File: config.mk
export PLATFORM = sky130hd
export DESIGN_NAME = shifter_arbiter_flat
export DESIGN_NICKNAME = d
export VERILOG_FILES = /design/src/rtl/shifter_arbiter_if.sv /design/src/rtl/shifter_arbiter.sv /design/src/flat_wrapper.sv
export SDC_FILE = /design/constraint.sdc
export NUM_CORES = 1
export LEC_CHECK = 0
export BUFFER_PORTS_ARGS = -buffer_cell sky130_fd_sc_hd__buf_2
export CAP_MARGIN = 0
export CELL_PAD_IN_SITES_DETAIL_PLACEMENT = 2
export CELL_PAD_IN_SITES_GLOBAL_PLACEMENT = 2
export CORE_AREA = 3 3 115 117
export CTS_CLUSTER_DIAMETER = 200
export DETAILED_ROUTE_END_ITERATION = 10
export DIE_AREA = 0 0 118 120
export PLACE_DENSITY_LB_ADDON = 0.1
export SLEW_MARGIN = 0
export SYNTH_ARGS = -nofsm -noshare
export SYNTH_HDL_FRONTEND = slang
export SYNTH_SLANG_ARGS = --single-unit
File: constraint.sdc
create_clock -name clk -period 2.9 [get_ports clk]
set_clock_uncertainty 0.05 [all_clocks]
set_input_delay 0.58 -clock clk [delete_from_list [all_inputs] [get_ports clk]]
set_output_delay 0.58 -clock clk [all_outputs]
set_load 0.05 [all_outputs]
File: src/rtl/shifter_arbiter_if.sv
// shifter_arbiter_if: bundle of the arbiter's request, shifter and response signals.
// Ports: req0_*/req1_* operation requests with valid/ready, sh_* operands out and sh_y in,
//   rsp_* result handshake. The slave modport is the arbiter; master is its environment.
interface shifter_arbiter_if;
  logic        req0_valid;
  logic        req0_ready;
  logic [31:0] req0_a;
  logic [4:0]  req0_b;
  logic        req0_mode;
  logic        req0_sel;

  logic        req1_valid;
  logic        req1_ready;
  logic [31:0] req1_a;
  logic [4:0]  req1_b;
  logic        req1_mode;
  logic        req1_sel;

  logic [31:0] sh_a;
  logic [4:0]  sh_b;
  logic        sh_mode;
  logic        sh_sel;
  logic [31:0] sh_y;

  logic        rsp_valid;
  logic        rsp_id;
  logic [31:0] rsp_y;
  logic        rsp_ready;

  modport slave (
    input  req0_valid, req0_a, req0_b, req0_mode, req0_sel,
    output req0_ready,
    input  req1_valid, req1_a, req1_b, req1_mode, req1_sel,
    output req1_ready,
    output sh_a, sh_b, sh_mode, sh_sel,
    input  sh_y,
    output rsp_valid, rsp_id, rsp_y,
    input  rsp_ready
  );

  modport master (
    output req0_valid, req0_a, req0_b, req0_mode, req0_sel,
    input  req0_ready,
    output req1_valid, req1_a, req1_b, req1_mode, req1_sel,
    input  req1_ready,
    input  sh_a, sh_b, sh_mode, sh_sel,
    output sh_y,
    input  rsp_valid, rsp_id, rsp_y,
    output rsp_ready
  );
endinterface

File: src/rtl/shifter_arbiter.sv
// shifter_arbiter: round-robin front end sharing one combinational shifter between two
// requesters, one operation in flight (IDLE -> EXEC -> RESP), result registered in EXEC.
// Ports: clk, rst (synchronous, active-high), bus (shifter_arbiter_if.slave).
// Option: define SHIFTER_ARB_B2B_EN to grant the next request in the same cycle a response
// is accepted (2 cycles/op instead of 3).
module shifter_arbiter #(
  parameter logic INIT_LAST = 1'b1
) (
  input  logic               clk,
  input  logic               rst,
  shifter_arbiter_if.slave   bus
);

  typedef enum logic [1:0] {
    IDLE = 2'd0,
    EXEC = 2'd1,
    RESP = 2'd2
  } state_t;

  state_t      state_q;
  state_t      state_d;
  logic        last_q;

  logic [31:0] op_a;
  logic [4:0]  op_b;
  logic        op_mode;
  logic        op_sel;
  logic        op_id;

  logic [31:0] y_q;
  logic        id_q;

  logic        grant_ok;
  logic        gnt_vld;
  logic        gnt_id;

  // Grant decision. A grant window exists in IDLE, and optionally in the RESP cycle whose
  // response is being consumed. On contention the requester that did not win last time wins.
  always_comb begin
    grant_ok = 1'b0;
    case (state_q)
      IDLE: grant_ok = 1'b1;
`ifdef SHIFTER_ARB_B2B_EN
      RESP: grant_ok = bus.rsp_ready;
`else
      RESP: grant_ok = 1'b0;
`endif
      default: grant_ok = 1'b0;
    endcase
    if (rst) begin
      grant_ok = 1'b0;
    end
    gnt_vld = grant_ok & (bus.req0_valid | bus.req1_valid);
    gnt_id  = (bus.req0_valid & bus.req1_valid) ? ~last_q : bus.req1_valid;
  end

  assign bus.req0_ready = gnt_vld & ~gnt_id;
  assign bus.req1_ready = gnt_vld &  gnt_id;

  always_comb begin
    state_d = state_q;
    case (state_q)
      IDLE: begin
        if (gnt_vld) begin
          state_d = EXEC;
        end
      end
      EXEC: state_d = RESP;
      RESP: begin
        // gnt_vld can only be set here in the back-to-back build.
        if (bus.rsp_ready) begin
          state_d = gnt_vld ? EXEC : IDLE;
        end
      end
      default: state_d = IDLE;
    endcase
  end

  always_ff @(posedge clk) begin
    if (rst) begin
      state_q <= IDLE;
      last_q  <= INIT_LAST;
      op_a    <= '0;
      op_b    <= '0;
      op_mode <= 1'b0;
      op_sel  <= 1'b0;
      op_id   <= 1'b0;
      y_q     <= '0;
      id_q    <= 1'b0;
    end else begin
      state_q <= state_d;
      if (gnt_vld) begin
        last_q  <= gnt_id;
        op_a    <= gnt_id ? bus.req1_a    : bus.req0_a;
        op_b    <= gnt_id ? bus.req1_b    : bus.req0_b;
        op_mode <= gnt_id ? bus.req1_mode : bus.req0_mode;
        op_sel  <= gnt_id ? bus.req1_sel  : bus.req0_sel;
        op_id   <= gnt_id;
      end
      // The shifter sees the operand registers for the whole EXEC cycle; sample its result.
      if (state_q == EXEC) begin
        y_q  <= bus.sh_y;
        id_q <= op_id;
      end
    end
  end

  // Shifter inputs come only from the operand registers, so they are stable through EXEC.
  assign bus.sh_a    = op_a;
  assign bus.sh_b    = op_b;
  assign bus.sh_mode = op_mode;
  assign bus.sh_sel  = op_sel;

  assign bus.rsp_valid = (state_q == RESP);
  assign bus.rsp_y     = y_q;
  assign bus.rsp_id    = id_q;

endmodule

File: src/flat_wrapper.sv
// flat-port wrapper written by rule: the top's interface ports become plain ports
module shifter_arbiter_flat 
#(
  parameter logic INIT_LAST = 1'b1
)
  (clk, rst, bus_req0_valid, bus_req0_a, bus_req0_b, bus_req0_mode, bus_req0_sel, bus_req0_ready, bus_req1_valid, bus_req1_a, bus_req1_b, bus_req1_mode, bus_req1_sel, bus_req1_ready, bus_sh_a, bus_sh_b, bus_sh_mode, bus_sh_sel, bus_sh_y, bus_rsp_valid, bus_rsp_id, bus_rsp_y, bus_rsp_ready);
  shifter_arbiter_if bus_i ();
  input  logic clk;
  input  logic rst;
  input wire logic [$bits(bus_i.req0_valid)-1:0] bus_req0_valid;
  input wire logic [$bits(bus_i.req0_a)-1:0] bus_req0_a;
  input wire logic [$bits(bus_i.req0_b)-1:0] bus_req0_b;
  input wire logic [$bits(bus_i.req0_mode)-1:0] bus_req0_mode;
  input wire logic [$bits(bus_i.req0_sel)-1:0] bus_req0_sel;
  output wire logic [$bits(bus_i.req0_ready)-1:0] bus_req0_ready;
  input wire logic [$bits(bus_i.req1_valid)-1:0] bus_req1_valid;
  input wire logic [$bits(bus_i.req1_a)-1:0] bus_req1_a;
  input wire logic [$bits(bus_i.req1_b)-1:0] bus_req1_b;
  input wire logic [$bits(bus_i.req1_mode)-1:0] bus_req1_mode;
  input wire logic [$bits(bus_i.req1_sel)-1:0] bus_req1_sel;
  output wire logic [$bits(bus_i.req1_ready)-1:0] bus_req1_ready;
  output wire logic [$bits(bus_i.sh_a)-1:0] bus_sh_a;
  output wire logic [$bits(bus_i.sh_b)-1:0] bus_sh_b;
  output wire logic [$bits(bus_i.sh_mode)-1:0] bus_sh_mode;
  output wire logic [$bits(bus_i.sh_sel)-1:0] bus_sh_sel;
  input wire logic [$bits(bus_i.sh_y)-1:0] bus_sh_y;
  output wire logic [$bits(bus_i.rsp_valid)-1:0] bus_rsp_valid;
  output wire logic [$bits(bus_i.rsp_id)-1:0] bus_rsp_id;
  output wire logic [$bits(bus_i.rsp_y)-1:0] bus_rsp_y;
  input wire logic [$bits(bus_i.rsp_ready)-1:0] bus_rsp_ready;
  assign bus_i.req0_valid = bus_req0_valid;
  assign bus_i.req0_a = bus_req0_a;
  assign bus_i.req0_b = bus_req0_b;
  assign bus_i.req0_mode = bus_req0_mode;
  assign bus_i.req0_sel = bus_req0_sel;
  assign bus_req0_ready = bus_i.req0_ready;
  assign bus_i.req1_valid = bus_req1_valid;
  assign bus_i.req1_a = bus_req1_a;
  assign bus_i.req1_b = bus_req1_b;
  assign bus_i.req1_mode = bus_req1_mode;
  assign bus_i.req1_sel = bus_req1_sel;
  assign bus_req1_ready = bus_i.req1_ready;
  assign bus_sh_a = bus_i.sh_a;
  assign bus_sh_b = bus_i.sh_b;
  assign bus_sh_mode = bus_i.sh_mode;
  assign bus_sh_sel = bus_i.sh_sel;
  assign bus_i.sh_y = bus_sh_y;
  assign bus_rsp_valid = bus_i.rsp_valid;
  assign bus_rsp_id = bus_i.rsp_id;
  assign bus_rsp_y = bus_i.rsp_y;
  assign bus_i.rsp_ready = bus_rsp_ready;
  shifter_arbiter #(.INIT_LAST(INIT_LAST)) u_core (.clk(clk), .rst(rst), .bus(bus_i));
endmodule
==> flow_metrics.tcl <==
set metrics [dict create \
    hold_slack_ps 403 \
    synth.cell_area_sq_mm 0.00295 \
    drc 0 \
    cts_sinks 76 \
    status "finished, final reports clean" \
    layout.nets 632 \
    endpoint_kind "primary output" \
    crit_path_start_kind "flop" \
    antenna_left 0 \
    power.share.clock 0.393 \
    slew_violations 0 \
    ys_warn_count 0 \
    synth.avg_cell_area_sq_um 8.61 \
    final_cell_mix "189 x buf_2, 105 x nand2_1, 76 x dfxtp_1, 39 x nor3_1, 39 x a221o_1" \
    wl_per_cell_um 16.7 \
    track_usage 0.162 \
    clk_path_buf_depth 2 \
    p_comb_frac 0.234 \
    p_leak_nw 2.09 \
    initial_core_util 0.237 \
    drt-pass1-iter-count 4 \
    grt_max_degree 42 \
    die_x_um 118 \
    finalSetupTns_ps 0 \
    power.density_mw_per_mm2 733 \
    rsz0062_at_grt "no" \
    die_area_sq_mm 0.0142 \
    seq_area_frac_synth 0.515 \
    coreArea_sq_mm 0.0125 \
    viasPerCell 4.64 \
    htree_num_levels 3 \
    swShare 0.326 \
    area_delta_synth_final_pct 47.4 \
    multi_input_area_sq_mm 0.00127 \
    grt_pass1_vias 3456 \
    ys_seq_elements 76 \
    place_area_sq_mm 0.00402 \
    p_sw_w 0.00104 \
    finalInstanceArea_sq_mm 0.00436 \
    pin_count 190 \
    cts_resized 0 \
    slew_headroom 0.386 \
    yosysTopAreaCell "dfxtp_1" \
    fill_cells 1475 \
    hold_buffers 0 \
    post_cts_buffers 0 \
    syn_inst 343 \
    std_cell_rows 41 \
    critPathKind "flop to primary output" \
    port_buffers 189 \
    synth_nets 458 \
    worstPathRequired_ps 2270 \
    num_antenna_cells 0 \
    finalWirelength_mm 11.6 \
    seqCellArea_sq_mm 0.00152 \
    total_power_w 0.00319 \
    timing.fmax_ghz 0.390 \
    gp_congestion 0.714 \
    drt_iter0_markers 85 \
    synthTopCellsByArea "dfxtp_1 52%, nand2_1 13%, a221o_1 13%" \
    yosys.area.top_type_share 0.515 \
    irDropWorstVdd_uv 287 \
    overflow 0 \
    fin_crit_sh 0.884 \
    fin_crit_ps 2560 \
    p_int_w 0.00215 \
    sequentialPowerShare 0.373 \
    antenna_found_initial 1 \
    clk_latency_ps 330 \
    setup_viol 0 \
    arrival_ps 1930 \
    cts_tree "built" \
    crit_fanout 12 \
    grt_pass1_wl_mm 18.2 \
    cts-root-buf "clkbuf_16" \
    finalHoldViolations 0 \
    final_common_cell "buf_2" \
    dp_hpwl_mm 8.34 \
    final_layout_size_suffix_gt1_frac 0.420 \
    tightest_slew_ps 920 \
    hp-class "flop to flop" \
    synth_cell_type_count 18 \
    clk_pin_slew_ps 60 \
    vias 3217 \
    max_cap_violations 0 \
    cts-buffers-inserted 9 \
    die_h_um 120 \
]
-- final timing paths --
kind	cells past startpoint	endpoint	slack [ps]	startpoint
worst max-delay path	3	bus_req1_ready	340	u_core.state_q[1]$_SDFFE_PP0P_
worst min-delay path	2	u_core.bus.rsp_y[11]$_SDFFE_PP0N_	400	u_core.bus.rsp_y[11]$_SDFFE_PP0N_
worst max register to register	4	u_core.bus.sh_a[15]$_SDFFE_PP0P_	790	u_core.state_q[1]$_SDFFE_PP0P_
worst min register to register	2	u_core.bus.rsp_y[11]$_SDFFE_PP0N_	400	u_core.bus.rsp_y[11]$_SDFFE_PP0N_
-- worst max-delay path, cell delays in order, from the launching register on --
cell	delay (ps)
dfxtp_1	350
or3_2	660
a211oi_4	290
buf_2	300
-- power by group through the flow --
stage / Sequential, W / Clock [W] / Combinational [W]
after floorplan: 0.00151 / 0 / 0.000222
after global placement: 0.00121 / 0 / 0.000746
after detailed placement: 0.00121 / 0 / 0.000759
after CTS: 0.00119 / 0.00130 / 0.000760
after global routing: 0.00120 / 0.00134 / 0.000802
final: 0.00119 / 0.00125 / 0.000745
-- Yosys cell counts --
master	count
or3_1	1
nand2b_1	2
dfxtp_1	76
nor2b_1	3
a21oi_1	34
o21ai_1	1
or3b_1	1
a21o_1	1
inv_1	2
a211oi_4	1
buf_6	6
nor3_1	39
nor2_1	2
nand2_1	105
nor3b_1	1
clkbuf_1	28
a221o_1	39
o31a_1	1
-- per-stage QoR --
stage                     instances  utilization  setup WS (ps)
final                           694        0.349            335
after detailed placement        678        0.322            402
after CTS                       694        0.349            291
after floorplan                 343            -            247
after global placement          678        0.322            415
after global routing            694        0.349            261
-- cell families (layout without fill, tap and decap cells) --
group | count (synthesis) | in the layout | share of synthesized area
flip-flops | 76 | 76 | 0.515
AO/OA/AOI/OAI | 77 | 77 | 0.204
AND/OR/NAND/NOR | 154 | 154 | 0.220
buffers and inverters | 36 | 215 | 0.0610
-- area by class of cell --
class | instances | share of cell area
sequential | 76 | 0.349
multi-input combinational | 231 | 0.292
timing repair buffer | 197 | 0.231
inverter | 2 | 0.00172
tap | 172 | 0.0494
clock inverter | 5 | 0.0190
clock buffer | 11 | 0.0580
-- state kept, by name (all words and copies together), names as in the netlist --
register,flops
u_core.bus.sh_b,5
u_core.last_q,1
u_core.bus.sh_a,32
u_core.bus.sh_sel,1
u_core.state_q,2
u_core.op_id,1
u_core.bus.rsp_y,32
u_core.bus.rsp_id,1
u_core.bus.sh_mode,1
-- per-layer routing --
metal,global-route usage,wire length [um]
met5,0,9
met4,0.0359,114
met3,0.0716,863
met2,0.289,5880
met1,0.178,4700
(Power assumes the default switching activity.)
